### config.mk
export PLATFORM = sky130hd
export DESIGN_NAME = mem_stage_lsu
export DESIGN_NICKNAME = d
export VERILOG_FILES = /design/src/rtl/mem_stage_lsu.sv
export SDC_FILE = /design/constraint.sdc
export NUM_CORES = 1
export LEC_CHECK = 0
export BUFFER_PORTS_ARGS = -buffer_cell sky130_fd_sc_hd__buf_4
export CAP_MARGIN = 20
export CORE_MARGIN = 1.5
export CORE_UTILIZATION = 45
export CTS_CLUSTER_DIAMETER = 80
export DETAILED_ROUTE_END_ITERATION = 10
export PLACE_DENSITY_LB_ADDON = 0.15
export RECOVER_POWER = 100
export SLEW_MARGIN = 20
export SYNTH_ARGS = -nofsm -noshare
export SYNTH_HDL_FRONTEND = slang
export SYNTH_SLANG_ARGS = --single-unit
### constraint.sdc
create_clock -name clk -period 1.8 [get_ports clk]
set_input_delay 0.45 -clock clk [delete_from_list [all_inputs] [get_ports clk]]
set_output_delay 0.45 -clock clk [all_outputs]
set_load 0.01 [all_outputs]
### src/rtl/mem_stage_lsu.sv
// mem_stage_lsu: M-stage load/store unit.
// Issues one data-memory request per op and holds the pipeline until done.
module mem_stage_lsu #(
    parameter int WIDTH   = 32,
    parameter int TIMEOUT = 255
) (
    input  logic             clk,
    input  logic             rst_n,
    input  logic [WIDTH-1:0] ALUResultM,
    input  logic [WIDTH-1:0] WriteDataM,
    input  logic             WDMEM,
    input  logic             isLoadM,
    input  logic [2:0]       MemTypeM,
    input  logic [4:0]       RdM,
    output logic             mem_req_valid,
    input  logic             mem_req_ready,
    output logic             mem_req_we,
    output logic [WIDTH-1:0] mem_req_addr,
    output logic [WIDTH-1:0] mem_req_wdata,
    output logic [3:0]       mem_req_be,
    input  logic             mem_rsp_valid,
    input  logic [WIDTH-1:0] mem_rsp_rdata,
    output logic             StallMem,
    output logic [WIDTH-1:0] LoadDataM,
    output logic             LoadValidM,
    output logic [4:0]       LoadRdM,
    output logic             MisalignM,
    output logic             BusErrM
);
    localparam int CW = (TIMEOUT < 2) ? 1 : $clog2(TIMEOUT + 1);

    typedef enum logic [1:0] {IDLE, REQ, WAIT, DONE} state_t;
    state_t r_state, w_next;

    logic [WIDTH-1:0] r_addr;
    logic [WIDTH-1:0] r_wdata;
    logic [WIDTH-1:0] r_ldata;
    logic [2:0]       r_type;
    logic [4:0]       r_rd;
    logic             r_we;
    logic [3:0]       r_be;
    logic             r_err;
    logic [CW-1:0]    r_cnt;

    logic             w_op;
    logic             w_we;
    logic             w_mis;
    logic             w_cap;
    logic             w_timeout;
    logic [1:0]       w_off;
    logic [3:0]       w_be;
    logic [WIDTH-1:0] w_wdata;
    logic [WIDTH-1:0] w_shift;
    logic [WIDTH-1:0] w_ext;

    // A simultaneous load and store resolves to the load.
    assign w_op      = isLoadM | WDMEM;
    assign w_we      = WDMEM & ~isLoadM;
    assign w_off     = ALUResultM[1:0];
    assign w_cap     = (r_state == IDLE) && w_op && !w_mis;
    assign w_timeout = (r_cnt == CW'(TIMEOUT - 1));

    always_comb begin
        w_mis   = 1'b0;
        w_be    = 4'b1111;
        w_wdata = WriteDataM;
        unique case (MemTypeM[1:0])
            2'b00: begin
                w_be    = 4'b0001 << w_off;
                w_wdata = {4{WriteDataM[7:0]}};
            end
            2'b01: begin
                w_mis   = w_off[0];
                w_be    = 4'b0011 << {w_off[1], 1'b0};
                w_wdata = {2{WriteDataM[15:0]}};
            end
            default: w_mis = |w_off;
        endcase
    end

    assign w_shift = mem_rsp_rdata >> {r_addr[1:0], 3'b000};

    always_comb begin
        w_ext = w_shift;
        unique case (r_type)
            3'b000:  w_ext = {{24{w_shift[7]}}, w_shift[7:0]};
            3'b001:  w_ext = {{16{w_shift[15]}}, w_shift[15:0]};
            3'b100:  w_ext = {24'd0, w_shift[7:0]};
            3'b101:  w_ext = {16'd0, w_shift[15:0]};
            default: w_ext = w_shift;
        endcase
    end

    always_comb begin
        w_next        = r_state;
        StallMem      = 1'b0;
        MisalignM     = 1'b0;
        mem_req_valid = 1'b0;
        unique case (r_state)
            IDLE: begin
                if (w_op) begin
                    if (w_mis) begin
                        MisalignM = 1'b1;
                    end else begin
                        StallMem = 1'b1;
                        w_next   = REQ;
                    end
                end
            end
            REQ: begin
                StallMem      = 1'b1;
                mem_req_valid = 1'b1;
                if (mem_req_ready) w_next = r_we ? DONE : WAIT;
            end
            WAIT: begin
                StallMem = 1'b1;
                if (mem_rsp_valid || w_timeout) w_next = DONE;
            end
            DONE:    w_next = IDLE;
            default: w_next = IDLE;
        endcase
    end

    always_ff @(posedge clk or negedge rst_n) begin
        if (!rst_n) begin
            r_state <= IDLE;
            r_addr  <= '0;
            r_wdata <= '0;
            r_ldata <= '0;
            r_type  <= '0;
            r_rd    <= '0;
            r_we    <= 1'b0;
            r_be    <= '0;
            r_err   <= 1'b0;
            r_cnt   <= '0;
        end else begin
            r_state <= w_next;
            if (w_cap) begin
                r_addr  <= ALUResultM;
                r_wdata <= w_wdata;
                r_type  <= MemTypeM;
                r_rd    <= RdM;
                r_we    <= w_we;
                r_be    <= w_be;
                r_err   <= 1'b0;
            end
            if (r_state == REQ) r_cnt <= '0;
            if (r_state == WAIT) begin
                r_cnt <= r_cnt + CW'(1);
                if (mem_rsp_valid) begin
                    r_ldata <= w_ext;
                end else if (w_timeout) begin
                    r_ldata <= '0;
                    r_err   <= 1'b1;
                end
            end
        end
    end

    assign mem_req_we    = r_we;
    assign mem_req_addr  = {r_addr[WIDTH-1:2], 2'b00};
    assign mem_req_wdata = r_wdata;
    assign mem_req_be    = r_be;
    assign LoadDataM     = r_ldata;
    assign LoadRdM       = r_rd;
    assign LoadValidM    = (r_state == DONE) && !r_we;
    assign BusErrM       = (r_state == DONE) && r_err;

endmodule

* Yosys cells after proc, flatten, opt, wreduce, memory -nomap -nowiden
Cells that the tools add are included.
Word-level totals: bits in registers 120, output and inout bits 111
Operators by class: add/sub/neg operators 1, eq/ne operators 12, shift operators 3, mux-type cells 25, bitwise logic cells 3, reduce and logical (&&, ||, !) cells 16
Operators with widths (count):
- one-hot mux 32 bit (4 select lines) | 1
- 2-to-1 mux 32 bit | 2
- one-hot mux 32 bit (2 select lines) | 1
- >> shifter 32 x 5 -> 32 bit | 1
- 2-to-1 mux 8 bit | 2
- 2-to-1 mux 1 bit | 11
- adder 8 x 1 -> 8 bit (second input constant) | 1
- equality test 8 bit (second input constant) | 1
- 2-to-1 mux 2 bit | 4
- != test 2 bit (second input constant) | 4
- one-hot mux 2 bit (4 select lines) | 1
- one-hot mux 4 bit (2 select lines) | 1
- equality test 3 bit (second input constant) | 2
- equality test 2 x 1 -> 1 bit (second input constant) | 2
- equality test 2 bit (second input constant) | 2
- logical AND 1 bit | 4
- logical NOT 2 bit | 2
- one-hot mux 1 bit (2 select lines) | 2
- AND reduction 4 bit | 1
- nonzero test 2 bit | 2
- OR reduction 2 bit | 2
- left shift 1 x 2 -> 4 bit (first input constant) | 1
- left shift 2 x 2 -> 4 bit (first input constant) | 1
- equality test 3 x 1 -> 1 bit (second input constant) | 1
- other kinds (7) | 8

* Longest topological paths before layout
depth in word-level cells 8, depth in mapped cells 8, mapped depth without buffers 6

* Worst setup path after synthesis
Ideal clock, no wire load.
path kind register to output, start register r_state[0], end output port StallMem, data arrival time 1.445 ns, required time 1.350 ns, slack -0.095 ns, cell stages (with the launch flop) 7, cells stage by stage dfrtp_1 inv_1 ha_1 nand4_2 buf_6 buf_2 a21oi_1
On the way: cells in the longest elaborated chain, start to end 3
RTL lines:
- start, declared | line 33 | state_t r_state, w_next;
- start signal, assigned | line 137 | r_state <= w_next;
- equality test 2 x 1 -> 1 bit or equality test 2 bit (tied branches) | line 99 | unique case (r_state)
- OR reduction 2 bit (no line)
- one-hot mux 1 bit (2 select lines) * | line 99
- end, declared | line 23 | output logic StallMem,
Every way passes the cells marked *; elsewhere a longest branch is shown, timed or not.

* Worst setup path after layout
start register r_state[0], end output port MisalignM
On the way: cells in the longest elaborated chain, start to end 2
RTL lines:
- logical NOT 2 bit | line 99
- 2-to-1 mux 1 bit | line 99
- end, declared | line 27 | output logic MisalignM,
No other way between the ends.

==> reports/metrics.yaml <==
ctsHtreeMaxLevel: 4
critical_path_end_type: "output port"
slew_headroom: 0.03863
route.vias.total: 4774
setup_repair_after_global_routing_missed_its_margin: "yes"
minimum_clock_period_ns: 1.895
first_global_vias: 4926
antenna_found_initial: 0
p_sw_frac: 0.3401
ctsLongestPathBuffers: 2
num_antenna_cells: 0
seqCellArea_sq_um: 3003
worst-slew-pin-transition_ns: 1.442
final_nets: 844
port-buffer-count: 218
routed_vias_inst: 5.217
gp_routability_congestion: 0.8622
leakagePower_nw: 4.180
cap_violations: 0
synthToLayoutAreaGrowth_pct: 40.94
yosysWarnings: 0
cts.sinks: 120
result_of_the_run: "complete, but fails checks"
worst_r2r_path_depth: 7
placement_rows: 42
dp_worst_setup_slack_ns: 0.01146
grt_pass1_wl_um: 24690
power_density_cells_nw_per_um2: 1710
crit_path_kind: "reg -> out"
worst_setup_hold_path_clk_slew_ns: 0.05
crit_path_max_fanout: 3
slew_viol_final: 0
top_library_cells_by_usage_in_the_layout_fill_and_taps_aside: "245 x sky130_fd_sc_hd__buf_4, 120 x sky130_fd_sc_hd__dfrtp_1, 47 x sky130_fd_sc_hd__mux2i_1"
overall_power_after_layout_mw: 14.48
layout_commonest_cell: "sky130_fd_sc_hd__buf_4"
grt_start_max_net_pins: 66
cp_data_arrival_time_ns: 1.44
timing.critical_path.from: "r_state[0]"
p_comb_frac: 0.452
area_of_the_multi_input_gates_sq_um: 2679
ys_async_sr_fraction: 1.000
avgSynthCellArea_sq_um: 11.67
total_grt_usage: 0.2232
count_of_mapped_cells_out_of_synthesis: 515
finalSetupTns_ns: -0.3393
switching_power_mw: 4.926
clock_insertion_delay_worst_skew_ns: 0.41
routed_wire_length_um: 15340
violations_in_the_final_reports: "setup timing"
core_sq_um: 13140
drc_violation_count_after_routing: 0
detailedRoute.firstPassIterationCount: 5
finalCoreUtilization: 0.6446
die_h_um: 118.6
cp_data_required_time_ns: 1.35
ctsRootBufferMaster: "sky130_fd_sc_hd__clkbuf_16"
postRouteAntennaNets: 0
design.die.area_sq_um: 14050
cell_internal_pwr_mw: 9.557
hold_slack_ns: 0.2572
hold_path_class: "in -> reg"
timing.hold.worst_path_depth: 2
clock.fmax_mhz: 527.8
cts_hold_buffers: 0
startpoint_kind_of_the_worst_setup_timing_path: "flip-flop"
cts_tree: "done"
power.sequential.fraction: 0.321
hpwl_detailed_um: 11170
synth-edff-count: 0
finalHoldViolCount: 0
syn-cell-area_sq_um: 6008
critical_hold_path_startpoint: "isLoadM"
ys.flop_type: "sky130_fd_sc_hd__dfrtp_1"
drive_above_1_share: 0.4831
regToRegStartpoint: "r_state[0]"
initial_utilization: 0.4573
boundaryPins: 221
peakVddDrop_mv: 0.8470
numCtsBuffers: 17
globalRoute.totalOverflow: 0
avgRoutedWirePerCell_um: 16.77
synth_seq_area_share: 0.4998
setup-violations-final: 4
ys_ff_latch: 120
yosys.cell_types.count: 49
fin_ws_ns: -0.09482
die-width_um: 118.6
timing.clock.skew_ns: 0.005776
drt_first_iter_violations: 278
finalCritPeriodShare: 1.053
filler_cell_count: 1106
clkPwrFrac: 0.227
Yosys cell counts (all sizes together) (5+ instances only):
library cell    n  area (sq um)
a221o           8         80.08
nand2          37         138.9
a32o            8         80.08
a22o            5         43.79
o21ai          33         168.9
mux2i          47         470.5
nor2           27         106.4
nor2b          11         68.82
a211o           8         70.07
buf            57         410.4
mux2           48         589.3
ha              8         100.1
dfrtp         120          3003
o2bb2ai        16         140.1
a211oi          8         60.06
a21oi          25         125.1
clkbuf          7         26.28
path summary, 6_finish.rpt:
| kind | end | slack (ns) |
|---|---|---|
| max reg2reg | LoadDataM[29] | 0.08 |
| min in group asynchronous | LoadRdM[3] | 0.45 |
| min | mem_req_we | 0.26 |
| max | MisalignM | -0.09 |
| max in group asynchronous | r_addr[31] | 0.41 |
| min reg2reg | mem_req_wdata[12] | 0.48 |
critical path, stage by stage, from the launching register on:
cell,delay [ns]
sky130_fd_sc_hd__dfrtp_1,0.40
sky130_fd_sc_hd__inv_2,0.09
sky130_fd_sc_hd__ha_4,0.18
sky130_fd_sc_hd__inv_4,0.04
sky130_fd_sc_hd__nor3_4,0.19
sky130_fd_sc_hd__buf_6,0.13
power by group through the flow:
stage	Clock (mW)	Sequential, mW	Combinational [mW]
6_report	3.28	4.65	6.55
5_1_grt	3.47	4.80	7.05
4_1_cts	3.36	4.64	6.38
3_5_place_dp	0	4.67	6.17
3_3_place_gp	0	4.63	6.04
2_1_floorplan	0	4.82	3.57
cell families after synthesis:
group | after synthesis | synth area share
AO/OA/AOI/OAI | 121 | 0.1433
XOR/XNOR | 2 | 0.002916
adder cells (fa/ha/maj) | 8 | 0.01666
buffers and inverters | 69 | 0.07580
flip-flops | 120 | 0.4998
multiplexers | 96 | 0.1801
other | 1 | 0.0006241
AND/OR/NAND/NOR | 98 | 0.08080
layout make-up:
cell class,count,area share
clock buffer,23,0.05644
inverter,5,0.003103
timing repair buffer,254,0.2320
multi-input combinational,328,0.3163
clock inverter,9,0.01152
tap,176,0.02600
sequential,120,0.3546
flip-flops by register name (all words and copies together) (netlist names):
name,count
LoadDataM,32
LoadRdM,5
mem_req_be,4
mem_req_wdata,32
mem_req_we,1
r_addr,32
r_cnt,8
r_err,1
r_state,2
r_type,3
what timing repair did:
item,in CTS,in global routing
gates resized for setup,9,14
gates cloned,0,1
pin swaps,3,6
setup buffers,6,4
setup endpoints to repair,5,23
stage by stage:
step	instance area (sq um)	std cells
finish	8468	915
global route	8468	915
CTS	8384	910
detailed placement	7734	872
global placement	7734	872
floorplan	6018	516
metal layers:
layer | track usage | share of wire | vias up
met4 | 0.08886 | 0.021 | 0
met1 | 0.2719 | 0.40 | 2319
met3 | 0.07819 | 0.083 | 25
met5 | 0 | 0 | -
met2 | 0.3634 | 0.50 | 172
li1 | - | - | 2258
Note: power is estimated with default switching activity, not from simulation.
